File: src/rtl/tone_gen_multi.sv
// Multi-channel square-wave tone generator. Each channel plays one note with
// a programmable half-period (cycles) and duration (prescaler ticks). A new
// half-period requested mid-note is applied only at a toggle, so the wave never
// produces a runt pulse. All tone bits are OR-mixed onto a registered pin.
//
// Handshake: load is a one-cycle command strobe per channel with no ready
// signal. It is sampled on every rising clock edge. half_period and duration
// are taken on the same edge. A command with a zero half-period or zero
// duration means "stop" while playing and "ignore" while idle.
module tone_gen_multi #(
  parameter int CHANNELS = 2,
  parameter int CNT_W    = 17,
  parameter int DUR_W    = 16,
  parameter int TICK_DIV = 100000
) (
  input  logic                      CLK,
  input  logic                      RST,
  input  logic [CHANNELS-1:0]       load,
  input  logic [CHANNELS*CNT_W-1:0] half_period,
  input  logic [CHANNELS*DUR_W-1:0] duration,
  output logic [CHANNELS-1:0]       busy,
  output logic [CHANNELS-1:0]       done,
  output logic [CHANNELS-1:0]       tone,
  output logic                      mix_out
);

  localparam int PW = (TICK_DIV > 1) ? $clog2(TICK_DIV) : 1;

  typedef enum logic {S_IDLE, S_PLAY} state_e;

  logic [PW-1:0] presc_q, presc_d;
  logic          tick;
  logic          mix_q;

  assign tick = (presc_q == PW'(TICK_DIV - 1));

  // Shared prescaler next value: wraps after TICK_DIV-1.
  always_comb begin
    presc_d = tick ? '0 : presc_q + PW'(1);
  end

  // Shared prescaler register, free-running from reset.
  always_ff @(posedge CLK or posedge RST) begin
    if (RST) presc_q <= '0;
    else     presc_q <= presc_d;
  end

  for (genvar i = 0; i < CHANNELS; i++) begin : g_ch
    state_e            state_q, state_d;
    logic [CNT_W-1:0]  ph_cnt_q, ph_cnt_d;
    logic [CNT_W-1:0]  hp_act_q, hp_act_d;
    logic [CNT_W-1:0]  hp_pend_q, hp_pend_d;
    logic [DUR_W-1:0]  dur_rem_q, dur_rem_d;
    logic              tone_q, tone_d;
    logic              done_q, done_d;
    logic [CNT_W-1:0]  hp_in;
    logic [DUR_W-1:0]  dur_in;
    logic              cmd_ok;
    logic              wrap;

    assign hp_in  = half_period[i*CNT_W +: CNT_W];
    assign dur_in = duration[i*DUR_W +: DUR_W];
    assign cmd_ok = (hp_in != '0) && (dur_in != '0);
    assign wrap   = (ph_cnt_q == hp_act_q - CNT_W'(1));

    // Channel next-state: command handling, phase counting and note expiry.
    // A valid load beats a coinciding expiry; a load landing on a toggle
    // takes effect at that very toggle.
    always_comb begin
      state_d   = state_q;
      ph_cnt_d  = ph_cnt_q;
      hp_act_d  = hp_act_q;
      hp_pend_d = hp_pend_q;
      dur_rem_d = dur_rem_q;
      tone_d    = tone_q;
      done_d    = 1'b0;
      case (state_q)
        S_IDLE: begin
          tone_d = 1'b0;
          if (load[i] && cmd_ok) begin
            state_d   = S_PLAY;
            hp_act_d  = hp_in;
            hp_pend_d = hp_in;
            dur_rem_d = dur_in;
            ph_cnt_d  = '0;
          end
        end
        S_PLAY: begin
          if (load[i] && !cmd_ok) begin
            state_d  = S_IDLE;
            tone_d   = 1'b0;
            ph_cnt_d = '0;
          end else begin
            if (wrap) begin
              ph_cnt_d = '0;
              tone_d   = ~tone_q;
              hp_act_d = load[i] ? hp_in : hp_pend_q;
            end else begin
              ph_cnt_d = ph_cnt_q + CNT_W'(1);
            end
            if (load[i]) begin
              hp_pend_d = hp_in;
              dur_rem_d = dur_in;
            end else if (tick) begin
              if (dur_rem_q == DUR_W'(1)) begin
                state_d  = S_IDLE;
                tone_d   = 1'b0;
                done_d   = 1'b1;
                ph_cnt_d = '0;
              end else begin
                dur_rem_d = dur_rem_q - DUR_W'(1);
              end
            end
          end
        end
        default: state_d = S_IDLE;
      endcase
    end

    // Channel state registers.
    always_ff @(posedge CLK or posedge RST) begin
      if (RST) begin
        state_q   <= S_IDLE;
        ph_cnt_q  <= '0;
        hp_act_q  <= '0;
        hp_pend_q <= '0;
        dur_rem_q <= '0;
        tone_q    <= 1'b0;
        done_q    <= 1'b0;
      end else begin
        state_q   <= state_d;
        ph_cnt_q  <= ph_cnt_d;
        hp_act_q  <= hp_act_d;
        hp_pend_q <= hp_pend_d;
        dur_rem_q <= dur_rem_d;
        tone_q    <= tone_d;
        done_q    <= done_d;
      end
    end

    assign busy[i] = (state_q == S_PLAY);
    assign done[i] = done_q;
    assign tone[i] = tone_q;
  end

  // Registered OR-mix of all channel tones.
  always_ff @(posedge CLK or posedge RST) begin
    if (RST) mix_q <= 1'b0;
    else     mix_q <= |tone;
  end

  assign mix_out = mix_q;

endmodule
File: config.mk
export PLATFORM = sky130hd
export DESIGN_NAME = tone_gen_multi
export DESIGN_NICKNAME = d
export VERILOG_FILES = /design/src/rtl/tone_gen_multi.sv
export SDC_FILE = /design/constraint.sdc
export NUM_CORES = 1
export LEC_CHECK = 0
export CAP_MARGIN = 40
export CORE_UTILIZATION = 30
export CTS_BUF_LIST = sky130_fd_sc_hd__clkbuf_8
export DETAILED_ROUTE_END_ITERATION = 7
export DONT_BUFFER_PORTS = 1
export PLACE_DENSITY = 0.55
export SLEW_MARGIN = 5
export SYNTH_ARGS = -nofsm -noshare
export SYNTH_HDL_FRONTEND = slang
export SYNTH_SLANG_ARGS = --single-unit
File: constraint.sdc
create_clock -name CLK -period 7 [get_ports CLK]
set_clock_uncertainty 0.05 [all_clocks]
set_input_delay 1.05 -clock CLK [delete_from_list [all_inputs] [get_ports CLK]]
set_output_delay 1.05 -clock CLK [all_outputs]
set_load 0.01 [all_outputs]
# Word level (Yosys, flattened, before mapping)
# Cells that the tools add are included.
# W data, S select, Z words.
# op_classes
add_sub_neg	7
mul	0
div	0
order_cmp	0
n_eq_ne	15
shift	0
n_mux	75
bitwise	4
reduce_logical	19
# op_table
operator	n
$mux W17	23
$pmux W17 S2	6
$mux W16	10
$pmux W16 S2	2
$add A17 B1 Y17 const B	3
$eq A17 B17 Y1	2
$reduce_bool A17 Y1	2
$sub A17 B1 Y17 const B	2
$eq A16 B1 Y1 const B	2
$reduce_bool A16 Y1	2
$sub A16 B1 Y16 const B	2
$mux W1	30
$eq A17 B17 Y1 const B	1
$ne A3 B3 Y1 const B	4
$ne A2 B2 Y1 const B	4
$pmux W1 S2	4
$reduce_and A4 Y1	2
$logic_and A1 B1 Y1	6
$reduce_and A3 Y1	2
$ne A2 B1 Y1 const B	2
$not A1 Y1	4
$reduce_and A2 Y1	2
$logic_not A1 Y1	2
$reduce_or A2 Y1	1
# totals
regBits	158
latch_bits	0
ramBits	0
romBits	0
inputBits	70
out_inout_bits	7
word_cells	136
n_memories	0

# Longest topological paths before layout
# depth
word_depth	8
mapped_depth	10
depth_no_buf	9

# Worst setup path after synthesis
# OpenSTA, ideal clock, no wires.
# synth_timing
kind	input-to-reg
from	input half_period[9]
to	register g_ch[0].ph_cnt_q[5]
setup_time_ns	0.079
t_arrival_ns	2.976
required_ns	6.871
slack_ns	3.894
path_stages	8
path_buffers	1
path_cell_list	nor4_1 -> nand4_1 -> o41ai_2 -> inv_1 -> nor2_1 -> clkbuf_1 -> a31oi_1 -> mux2i_1
# synth_between
elab_chain_len	6
elab_cells_between_ends	8
cone_classes	eq/ne (1); mux (2); reduce/logical (5)
# synth_lines
item	line	source
start: declaration	19	input logic [CHANNELS*CNT_W-1:0] half_period,
$reduce_bool A17 Y1 (*)	63	assign cmd_ok = (hp_in != '0) && (dur_in != '0);
$logic_and A1 B1 Y1 (*)	63	
$logic_not A1 Y1	89	if (load[i] && !cmd_ok) begin
$logic_and A1 B1 Y1	89	
$mux W17	89	
$pmux W17 S2	77	case (state_q)
end signal: assignment	132	ph_cnt_q <= ph_cnt_d;
end: declaration	50	logic [CNT_W-1:0] ph_cnt_q, ph_cnt_d;
# Every way passes the cells marked *; elsewhere a longest branch is shown, timed or not.
# A chain may end at the register's enable or synchronous reset.

# Worst setup path in the final report
# layout_timing
from	register g_ch[0].hp_act_q[0]
to	register g_ch[0].hp_act_q[16]
# layout_between
elab_chain_len	4
# layout_lines
item	line	source
start: declaration	51	logic [CNT_W-1:0] hp_act_q, hp_act_d;
start signal: assignment	133	hp_act_q <= hp_act_d;
$sub A17 B1 Y17	64	assign wrap = (ph_cnt_q == hp_act_q - CNT_W'(1));
$eq A17 B17 Y1	64	
$ne A2 B1 Y1 (no source line)	--	
$reduce_and A3 Y1 (no source line)	--	
# Every way passes these cells.

==> results.md <==
- Outcome: finished, final reports clean
- Final Max Slew Viols: 0
- Sink count of the clock tree: 158
- Share of flip-flops with an asynchronous set or reset: 100.0%
- Mean cell area of the mapped netlist: 9.195 µm²
- Leftover overflow at the end of global routing: 0
- Netlist area before placement: 9214 µm²
- Power per standard cell area: 222.7 nW/µm²
- Std-Cell Rows: 63
- Period utilization: 54.54%
- Maximum number of pins on one net before global-route repair: 74
- Post-Synth XOR/XNOR Area: 5.798%
- Worst endpoint required time: 7.29 ns
- Post-Route Setup TNS: 0 ns
- Maximum single-stage delay on the critical path: 0.80 ns
- Predominant post-synthesis flop cell: sky130_fd_sc_hd__dfrtp_1
- RSZ-0062 raised after global routing: false
- Critical-path maximum fanout: 27
- Hold violation total from the final report: 0
- # Post-CTS Setup Buffers: 0
- Root buf cell: sky130_fd_sc_hd__clkbuf_8
- Residual DRC: 0
- Layout overhead on the synthesized area: 8.324%
- Cell type of the slowest stage on the worst timing path: sky130_fd_sc_hd__nand2_1
- Weighted congestion reported at the end of routability-driven placement: 0.8342
- Clock buffers created by TritonCTS: 17
- Worst R2R Setup Slack: 3.18 ns
- Dominant combinational cell family by area after synthesis: simple AND/OR/NAND/NOR gates
- Critical Path Start Type: flip-flop
- Area share of and/or/nand/nor cells after synthesis: 21.25%
- Count of TritonRoute iterations in the first routing pass: 5
- Number of global-route vias before repair: 7264
- Critical path class: flip-flop to flip-flop
- Final setup violation count: 0
- Number of nets in the synthesized netlist: 1081
- Mux share of post-synthesis cell area: 4.237%
- Antenna-violating nets left: 0
- Family with the most delay on the worst path: simple AND/OR/NAND/NOR gates
- Worst path cell trace: nor4_1 > mux2i_1 > a211oi_1 > a311oi_1 > nand4b_2 > nand2_1 > o2bb2a_1
- Fraction of the yosys area taken by sequential cells: 42.91%
- Number of flops mapped to enable cells by yosys: 0
- Static power due to leakage: 0.003863 µW
- Final layout net count: 1052
- Number of antenna cells inserted: 0
- Total via count in the routed design: 7423
- Count of unique library cells instantiated by Yosys: 73
- Post-detailed-route wirelength per cell: 16.28 µm
- Cell Area, Placed: 9572 µm²
- Vert. Die Dim: 177.3 µm
- Die width: 177.3 µm
- Post-CTS sizing: 0
- Most frequent standard cell in the layout excluding fill and tap cells: sky130_fd_sc_hd__dfrtp_1
- I/O pin count: 77
- Gr usage total: 14.95%
- Fmax: 0.2619 GHz
- Clock Path Buffers: 2
- Antenna violations before repair: 0
- Area of the core: 29950 µm²
- Worst Reg-to-Reg Cells: 7
- Destination of the worst register-to-register timing path: g_ch[0].hp_act_q[16]
- Port Buffer Count: 0
- Register clock-pin slew on the reported worst setup and hold paths: 0.08 ns
- Worst slew slack as a fraction of its limit: 39.03%
- Fill count: 3171
- Starting DRT DRC Count: 444
- Worst voltage drop across the vdd grid: 0.1288 mV
- Yosys warning count: 0
- First-pass GRT wire length: 37510 µm
- Most used cells in the layout excluding fill and tap cells: 158 x sky130_fd_sc_hd__dfrtp_1, 91 x sky130_fd_sc_hd__nand2_1, 87 x sky130_fd_sc_hd__nor2_1
- Area fraction in compound gates after synthesis: 20.26%
- Worst path arrival time: 4.11 ns
- CTS H-tree lvls: 4
- Worst Hold Class: flip-flop to flip-flop
- Share of cells above drive strength 1: 10.55%
- Final instance area: 9981 µm²
- Kind of end point of the critical path: flip-flop
- Clock tree from TritonCTS: built
- MaxCap Viol Count: 0
- Die outline area: 31420 µm²
- Startpoint of the lowest-slack register-to-register path: g_ch[0].hp_act_q[0]
- Number of buffers added to fix hold violations after cts: 0
- Initial core utilization: 30.76%
- Min cycle time layout: 3.818 ns
- Number of synthesized register bits: 158
- Terminating pin of the worst hold path: g_ch[0].hp_pend_q[15]
- Post-detailed-route via-to-cell ratio: 5.395
- Slew at the pin closest to its max-slew limit: 0.9061 ns
- Worst hold stages: 2
- Total wire length after detailed routing: 22400 µm
- HPWL after DPL: 15930 µm
- Latest clock arrival within the worst-skew pair: 0.47 ns
- Fraction of the mapped netlist area in adder cells: 1.222%
- Count of buffering cells on the critical path with inverters included: 0
- Worst hold start: g_ch[0].hp_pend_q[15]
- Post-Synthesis Cells: 1002
worst register-to-register path: cells and delay by family, from the launching register on:
| kind | cells | cell delay, ns |
|---|---|---|
| AOI/OAI and AO/OA | 3 | 0.72 |
| and+or+nand+nor | 3 | 2.20 |
| DFF | 1 | 0.46 |
| muxes | 1 | 0.26 |
Yosys cell counts, types with 3 or more instances:
master | instances | area share (%)
sky130_fd_sc_hd__a22oi_1 | 8 | 0.65
sky130_fd_sc_hd__a31oi_1 | 20 | 1.4
sky130_fd_sc_hd__nor3_1 | 25 | 1.4
sky130_fd_sc_hd__nand2b_1 | 9 | 0.61
sky130_fd_sc_hd__nand3_1 | 41 | 2.2
sky130_fd_sc_hd__o21ai_0 | 54 | 2.9
sky130_fd_sc_hd__and4_1 | 3 | 0.29
sky130_fd_sc_hd__or3_1 | 6 | 0.41
sky130_fd_sc_hd__inv_1 | 31 | 1.3
sky130_fd_sc_hd__o21a_1 | 4 | 0.33
sky130_fd_sc_hd__a2bb2oi_2 | 11 | 1.8
sky130_fd_sc_hd__o22a_1 | 5 | 0.48
sky130_fd_sc_hd__ha_1 | 9 | 1.2
sky130_fd_sc_hd__a21oi_1 | 40 | 2.2
sky130_fd_sc_hd__a211o_1 | 3 | 0.29
sky130_fd_sc_hd__or4_4 | 3 | 0.37
sky130_fd_sc_hd__nand4b_1 | 8 | 0.76
sky130_fd_sc_hd__nor4_1 | 33 | 2.2
sky130_fd_sc_hd__nor3b_1 | 4 | 0.33
sky130_fd_sc_hd__a2bb2oi_1 | 23 | 2.2
sky130_fd_sc_hd__o211ai_1 | 7 | 0.57
sky130_fd_sc_hd__o22ai_1 | 43 | 2.9
sky130_fd_sc_hd__and2_1 | 8 | 0.54
sky130_fd_sc_hd__mux2_2 | 24 | 2.9
sky130_fd_sc_hd__xnor2_1 | 33 | 3.1
sky130_fd_sc_hd__nor4b_1 | 5 | 0.48
sky130_fd_sc_hd__nor2_1 | 87 | 3.5
sky130_fd_sc_hd__or2_2 | 6 | 0.41
sky130_fd_sc_hd__a22o_1 | 3 | 0.29
sky130_fd_sc_hd__buf_4 | 9 | 0.73
sky130_fd_sc_hd__and3_1 | 17 | 1.2
sky130_fd_sc_hd__dfrtp_1 | 158 | 43
sky130_fd_sc_hd__nor2b_1 | 7 | 0.48
sky130_fd_sc_hd__a211oi_1 | 7 | 0.57
sky130_fd_sc_hd__xor2_1 | 28 | 2.7
sky130_fd_sc_hd__nand4_1 | 18 | 1.2
sky130_fd_sc_hd__a41oi_1 | 6 | 0.57
sky130_fd_sc_hd__clkbuf_1 | 49 | 2.0
sky130_fd_sc_hd__nand2_1 | 91 | 3.7
sky130_fd_sc_hd__mux2i_1 | 12 | 1.3
sky130_fd_sc_hd__buf_2 | 3 | 0.16
sequential cells by signal, indices dropped and copies added (netlist names):
signal and flops:
g_ch.hp_pend_q 34, g_ch.hp_act_q 34, mix_out 1, g_ch.dur_rem_q 32
g_ch.ph_cnt_q 34, g_ch.done_q 2, g_ch.state_q 2, presc_q 17
g_ch.tone_q 2
routing by layer:
metal  global-route usage (%)  vias to the layer above  part of all wire [%]
li1                         -                     3647                     -
met1                    20.55                     3640                    49
met2                    23.23                      115                    45
met3                    3.479                       21                   4.4
met4                    4.345                        0                   1.3
met5                        0                        -                     0
cell families after synthesis:
group                      count (synthesis)
xor gates and xnor gates                  61
muxes                                     36
and+or+nand+nor                          381
buffers and inverters                     94
AOI/OAI and AO/OA                        263
DFF                                      158
adders and majority gates                  9
through the flow:
step / setup slack, ns / power, µW / std cells / utilization (%) / hold slack (ns)
global placement: 2.953 / 1518 / 1340 / 31.80 / 0.4096
global route: 2.815 / 2358 / 1376 / 33.32 / 0.4647
detailed placement: 3.145 / 1526 / 1344 / 31.95 / 0.4136
floorplan: 1.637 / 1433 / 1002 / - / 0.3965
CTS: 3.193 / 2253 / 1376 / 33.32 / 0.4352
finish: 3.182 / 2223 / 1376 / 33.32 / 0.4318
report_power, final:
| part | internal (µW) | leakage (µW) | switching (µW) | total [µW] |
|---|---|---|---|---|
| clock network | 367 | 0.000212 | 350 | 716 |
| registers | 1000 | 0.00194 | 125 | 1130 |
| logic | 181 | 0.00171 | 199 | 379 |
| total | 1550 | 0.00386 | 673 | 2220 |
cell type report:
cell class / instances / area, µm² / share of cell area (%)
Multi-Input combinational cell: 750 / 4881 / 48.90
Sequential cell: 158 / 3954 / 39.61
Tap cell: 390 / 488.0 / 4.889
Clock buffer: 19 / 261.5 / 2.620
Clock inverter: 13 / 147.6 / 1.479
Timing Repair Buffer: 15 / 127.6 / 1.279
Inverter: 31 / 121.4 / 1.216
how the worst max path moves through the flow:
stage | startpoint | to | slack [ns] | depth (start not counted)
after global placement | half_period[0] | g_ch[0].ph_cnt_q[4] | 2.95 | 7
after global routing | g_ch[1].hp_act_q[0] | g_ch[1].hp_act_q[4] | 2.82 | 9
after detailed placement | duration[8] | g_ch[0].dur_rem_q[14] | 3.15 | 7
after floorplan | RST | g_ch[0].done_q | 1.64 | 1
final | g_ch[0].hp_act_q[0] | g_ch[0].hp_act_q[16] | 3.18 | 7
after CTS | g_ch[0].hp_act_q[2] | g_ch[0].hp_act_q[16] | 3.19 | 7
Power figures use the tool's default switching activity.
